**src/rtl/rumo_ctrl.sv**
```systemverilog
// Heading/position controller: turns in DIRS headings at TURN_LAT cycles per step and advances one unit per AVANCA.
// Position tracking with saturation is present only when RUMO_CTRL_POS_EN is defined.
module rumo_ctrl #(
  parameter int DIRS     = 4,
  parameter int TURN_LAT = 2,
  parameter int POS_W    = 8
) (
  input  logic                    clockc2,
  input  logic                    reset,
  input  logic                    cmd_valid,
  input  logic [1:0]              cmd,
  output logic                    cmd_ready,
  output logic [2:0]              rumo,
  output logic signed [POS_W-1:0] pos_x,
  output logic signed [POS_W-1:0] pos_y,
  output logic                    done,
  output logic                    sat
);

  typedef enum logic [1:0] {
    OCIOSO    = 2'd0,
    GIRANDO   = 2'd1,
    AVANCANDO = 2'd2
  } state_t;

  typedef enum logic [1:0] {
    GIRA_ESQ   = 2'b00,
    GIRA_DIR   = 2'b01,
    MEIA_VOLTA = 2'b10,
    AVANCA     = 2'b11
  } cmd_t;

  // DIRS is 4 or 8, so modulo-DIRS wrap is a mask on the 3-bit heading.
  localparam logic [2:0] RUMO_MASK  = 3'(DIRS - 1);
  localparam logic [2:0] HALF_TURN  = 3'(DIRS / 2);
  localparam logic [3:0] LAT_RELOAD = 4'(TURN_LAT - 1);

  state_t     state;
  logic [3:0] lat_cnt;
  logic [2:0] steps_left;
  logic       dir_neg;
  logic [2:0] rumo_step;

  assign rumo_step = dir_neg ? ((rumo - 3'd1) & RUMO_MASK)
                             : ((rumo + 3'd1) & RUMO_MASK);

`ifdef RUMO_CTRL_POS_EN
  localparam logic signed [POS_W-1:0] POS_MAX = {1'b0, {(POS_W-1){1'b1}}};
  localparam logic signed [POS_W-1:0] POS_MIN = {1'b1, {(POS_W-1){1'b0}}};

  logic [2:0]              rumo8;
  logic signed [1:0]       dx, dy;
  logic                    clip_x, clip_y;
  logic signed [POS_W-1:0] next_x, next_y;

  // Map a 4-heading index onto the 8-heading compass so one table serves both.
  assign rumo8 = (DIRS == 8) ? rumo : {rumo[1:0], 1'b0};

  // NOTE: every combinational output gets a default first so no path leaves it unassigned (no latch).
  always_comb begin
    dx = 2'sd0;
    dy = 2'sd0;
    case (rumo8)
      3'd0: begin dx =  2'sd0; dy =  2'sd1; end
      3'd1: begin dx = -2'sd1; dy =  2'sd1; end
      3'd2: begin dx = -2'sd1; dy =  2'sd0; end
      3'd3: begin dx = -2'sd1; dy = -2'sd1; end
      3'd4: begin dx =  2'sd0; dy = -2'sd1; end
      3'd5: begin dx =  2'sd1; dy = -2'sd1; end
      3'd6: begin dx =  2'sd1; dy =  2'sd0; end
      3'd7: begin dx =  2'sd1; dy =  2'sd1; end
      default: begin dx = 2'sd0; dy = 2'sd0; end
    endcase
  end

  // Unit steps can only overflow from the extreme value, so clipping is a compare.
  assign clip_x = ((dx == 2'sd1) && (pos_x == POS_MAX)) || ((dx == -2'sd1) && (pos_x == POS_MIN));
  assign clip_y = ((dy == 2'sd1) && (pos_y == POS_MAX)) || ((dy == -2'sd1) && (pos_y == POS_MIN));
  assign next_x = clip_x ? pos_x : pos_x + {{(POS_W-2){dx[1]}}, dx};
  assign next_y = clip_y ? pos_y : pos_y + {{(POS_W-2){dy[1]}}, dy};
`else
  assign pos_x = '0;
  assign pos_y = '0;
  assign sat   = 1'b0;
`endif

  // NOTE: all state here is updated with non-blocking assignments so every register sees pre-edge values.
  always_ff @(posedge clockc2) begin
    if (reset) begin
      state      <= OCIOSO;
      cmd_ready  <= 1'b1;
      rumo       <= 3'd0;
      done       <= 1'b0;
      lat_cnt    <= 4'd0;
      steps_left <= 3'd0;
      dir_neg    <= 1'b0;
`ifdef RUMO_CTRL_POS_EN
      pos_x      <= '0;
      pos_y      <= '0;
      sat        <= 1'b0;
`endif
    end else begin
      done <= 1'b0;
`ifdef RUMO_CTRL_POS_EN
      sat  <= 1'b0;
`endif
      case (state)
        OCIOSO: begin
          if (cmd_valid && cmd_ready) begin
            cmd_ready <= 1'b0;
            if (cmd == AVANCA) begin
              state <= AVANCANDO;
            end else begin
              state      <= GIRANDO;
              lat_cnt    <= LAT_RELOAD;
              dir_neg    <= (cmd == GIRA_DIR);
              steps_left <= (cmd == MEIA_VOLTA) ? HALF_TURN : 3'd1;
            end
          end
        end
        GIRANDO: begin
          if (lat_cnt == 4'd0) begin
            rumo       <= rumo_step;
            lat_cnt    <= LAT_RELOAD;
            steps_left <= steps_left - 3'd1;
            if (steps_left == 3'd1) begin
              done      <= 1'b1;
              state     <= OCIOSO;
              cmd_ready <= 1'b1;
            end
          end else begin
            lat_cnt <= lat_cnt - 4'd1;
          end
        end
        AVANCANDO: begin
`ifdef RUMO_CTRL_POS_EN
          pos_x <= next_x;
          pos_y <= next_y;
          sat   <= clip_x || clip_y;
`endif
          done      <= 1'b1;
          state     <= OCIOSO;
          cmd_ready <= 1'b1;
        end
        default: begin
          state     <= OCIOSO;
          cmd_ready <= 1'b1;
        end
      endcase
    end
  end

endmodule

```
**config.mk**
```make
export PLATFORM = sky130hd
export DESIGN_NAME = rumo_ctrl
export DESIGN_NICKNAME = d
export VERILOG_FILES = /design/src/rtl/rumo_ctrl.sv
export SDC_FILE = /design/constraint.sdc
export NUM_CORES = 1
export LEC_CHECK = 0
export CORE_ASPECT_RATIO = 0.9
export CORE_UTILIZATION = 42
export CTS_BUF_LIST = sky130_fd_sc_hd__clkbuf_16
export DETAILED_ROUTE_END_ITERATION = 8
export PLACE_DENSITY = 0.75
export SYNTH_ARGS = -nofsm -noshare
export SYNTH_HDL_FRONTEND = slang
export SYNTH_SLANG_ARGS = --single-unit
export TNS_END_PERCENT = 30
```
**constraint.sdc**
```tcl
create_clock -name clockc2 -period 1.6 [get_ports clockc2]
set_clock_uncertainty 0.15 [all_clocks]
set_input_delay 0.16 -clock clockc2 [delete_from_list [all_inputs] [get_ports clockc2]]
set_output_delay 0.16 -clock clockc2 [all_outputs]
set_load 0.02 [all_outputs]
```
==> results.sh <==
export IMPL_status="finished with violations"
export IMPL_violations="negative setup slack"
export IMPL_rsz0062_at_grt="true"
export IMPL_clkTransAtPathRegs_ns=0.05
export IMPL_dp_cells=162
export IMPL_syn2layout_area_growth_pct=44.0
export IMPL_maxCapViolations=0
export IMPL_hold_violations=0
export IMPL_synth_ff_type="dfxtp_1"
export IMPL_worst_r2r_cell_count=6
export IMPL_insertion_delay_ns=0.25
export IMPL_crit_required_ns=1.62
export IMPL_grt_pass1_wl_um=3380
export IMPL_die_y_um=47.0
export IMPL_placed_area_sq_um=1150
export IMPL_r2r_start="state[1]"
export IMPL_peakVddDrop_mv=1.06
export IMPL_finalCriticalPeriod_ns=1.73
export IMPL_synth_enable_flop_cells=0
export IMPL_worstHoldStart="lat_cnt[3]"
export IMPL_utilization_pct=67.7
export IMPL_port_buffers=8
export IMPL_whs_ns=0.357
export IMPL_min_period_over_period_pct=108
export IMPL_arrival_ns=1.75
export IMPL_synthesis_area_sq_um=943
export IMPL_drive_gt1_share_pct=35.7
export IMPL_viasPerCell=5.23
export IMPL_firstDrtPassIters=4
export IMPL_syn_area_per_cell_sq_um=8.35
export IMPL_gr_total_overflow=0
export IMPL_fp_dieW_um=52.0
export IMPL_finalWirelength_um=2350
export IMPL_finalInstanceArea_sq_um=1360
export IMPL_ctsHoldBuffers=0
export IMPL_die_area_sq_um=2440
export IMPL_wl_per_cell_um=14.0
export IMPL_grt_max_degree=12
export IMPL_ioPinCount=27
export IMPL_rrSetupSlack_ns=-0.13
export IMPL_ys_seq_area_share_pct=29.7
export IMPL_grt_usage_pct=19.5
export IMPL_power_leakage_nw=0.567
export IMPL_whs_endpoint="lat_cnt[3]"
export IMPL_min_path_type="reg -> reg"
export IMPL_async_reset_ff_share_pct=0
export IMPL_cts_buffers=3
export IMPL_initialDrtViolationCount=26
export IMPL_worstSetupStartpoint="state[1]"
export IMPL_clock_path_buffers=2
export IMPL_r2r_end="steps_left[2]"
export IMPL_num_nets_final=157
export IMPL_synth_cells=113
export IMPL_end_kind="flop"
export IMPL_vias=878
export IMPL_ys_warn_count=0
export IMPL_htree_num_levels=1
export IMPL_fmax_mhz=578
export IMPL_synth_cell_type_count=35
export IMPL_total_power_mw=2.27
export IMPL_drc=0
export IMPL_path_max_fanout=6
export IMPL_drv_slew=0
export IMPL_cts_root_buf="clkbuf_16"
export IMPL_diodes=0
export IMPL_ys_ff_latch=14
export IMPL_fp_row_count=15
export IMPL_finalSetupViolations=10
export IMPL_setup_ws_ns=-0.129
export IMPL_initial_core_util_pct=47.0
export IMPL_grt_pass1_vias=758
export IMPL_core_area_sq_um=2010
export IMPL_clkSinkCount=14
export IMPL_powerDensity_nw_per_um2=1670
export IMPL_whs_path_depth=2
export IMPL_antenna_found_initial=0
export IMPL_dp_hpwl_um=1500
export IMPL_final_cells=168
export IMPL_crit_type="reg -> reg"
export IMPL_tritoncts="done"
export IMPL_place_congestion=0.824
export IMPL_final_antenna_net_count=0
export IMPL_cp_start_kind="flop"
-- logic make-up (layout without fill, tap and decap cells) --
family	after synthesis	after routing	share of synthesized area (%)
other	1	18	0.397
adders and majority gates	7	7	9.28
AOI/OAI and AO/OA	27	27	19.4
buffers and inverters	33	46	20.6
and+or+nand+nor	28	28	17.9
xor gates and xnor gates	3	3	2.79
DFF	14	14	29.7
-- through the flow --
step	setup TNS (ns)	worst slack [ns]
2_1_floorplan	-0.190	-0.0558
6_report	-0.571	-0.129
4_1_cts	-0.425	-0.108
5_1_grt	-1.06	-0.160
3_5_place_dp	-1.37	-0.214
3_3_place_gp	-1.22	-0.180
-- sequential cells by signal, summed over array words and instances (netlist names) --
name        count
done            1
dir_neg         1
steps_left      3
cmd_ready       1
rumo            2
state           2
lat_cnt         4
-- final cells by class --
cell class,count,area (sq um)
timing repair buffer,32,277
inverter,11,43.8
fill,163,649
multi-input combinational,83,647
clock buffer,3,75.1
sequential,14,285
tap,25,31.3
-- per-layer routing --
metal / vias up / track usage (%) / part of all wire (%)
li1: 420 / - / -
met1: 408 / 24.0 / 43
met2: 43 / 30.8 / 49
met3: 7 / 6.15 / 5.9
met4: 0 / 10.8 / 2.3
met5: - / 0 / 0
-- cells in the final DEF (no fill, tap or decap), types with 2 or more instances in the layout --
| cell | n |
|---|---|
| a21oi_1 | 5 |
| a21oi_2 | 4 |
| buf_4 | 21 |
| buf_6 | 2 |
| clkbuf_16 | 3 |
| clkdlybuf4s50_1 | 6 |
| conb_1 | 18 |
| dfxtp_1 | 12 |
| dlymetal6s2s_1 | 2 |
| ha_1 | 4 |
| ha_4 | 3 |
| inv_1 | 8 |
| inv_2 | 2 |
| nand2_1 | 3 |
| nand3_1 | 2 |
| nor2_1 | 5 |
| nor3b_1 | 2 |
| o21ai_0 | 6 |
| o31ai_1 | 2 |
| or3_1 | 2 |
| or4_4 | 2 |
| xor2_1 | 2 |
-- cell usage after synthesis (all sizes together), types with 2 or more instances --
cell type	number	area share, %
nor2	5	2.0
dfxtp	14	30
inv	11	4.4
or3	3	2.0
o21ai	6	3.2
or4	2	1.6
a21oi	9	4.8
ha	7	9.3
xor2	2	1.9
nand3	2	1.1
clkbuf	2	0.80
a211oi	2	1.6
nand2	4	1.6
nor3b	3	2.4
o31ai	2	1.6
buf	20	15
nor2b	2	1.3
-- how the worst max path moves through the flow --
stage / endpoint / slack, ns / cells after the start
after floorplan: steps_left[2] / -0.06 / 6
after global placement: steps_left[2] / -0.18 / 4
after detailed placement: steps_left[2] / -0.21 / 5
after CTS: steps_left[2] / -0.11 / 6
after global routing: steps_left[2] / -0.16 / 6
final: steps_left[2] / -0.13 / 6
-- where the power goes --
group	leakage, nW	switching (mW)	internal [mW]	total [mW]
registers	0.115	0.0918	0.449	0.541
clock network	0.0370	0.147	0.327	0.474
logic	0.414	0.604	0.646	1.25
-- timing repair --
item | CTS | global route
buffers inserted | 0 | 2
gates cloned | 0 | 1
pin swaps | 10 | 5
gates resized for setup | 5 | 20
endpoints found under the setup margin | 8 | 12
-- worst max-delay path: stages, from the launching register on --
cell	delay (ns)
dfxtp_2	0.33
inv_4	0.07
ha_4	0.17
nor2b_4	0.17
a41oi_4	0.06
or4_4	0.51
a211oi_2	0.19
Note: power is estimated with default switching activity, not from simulation.
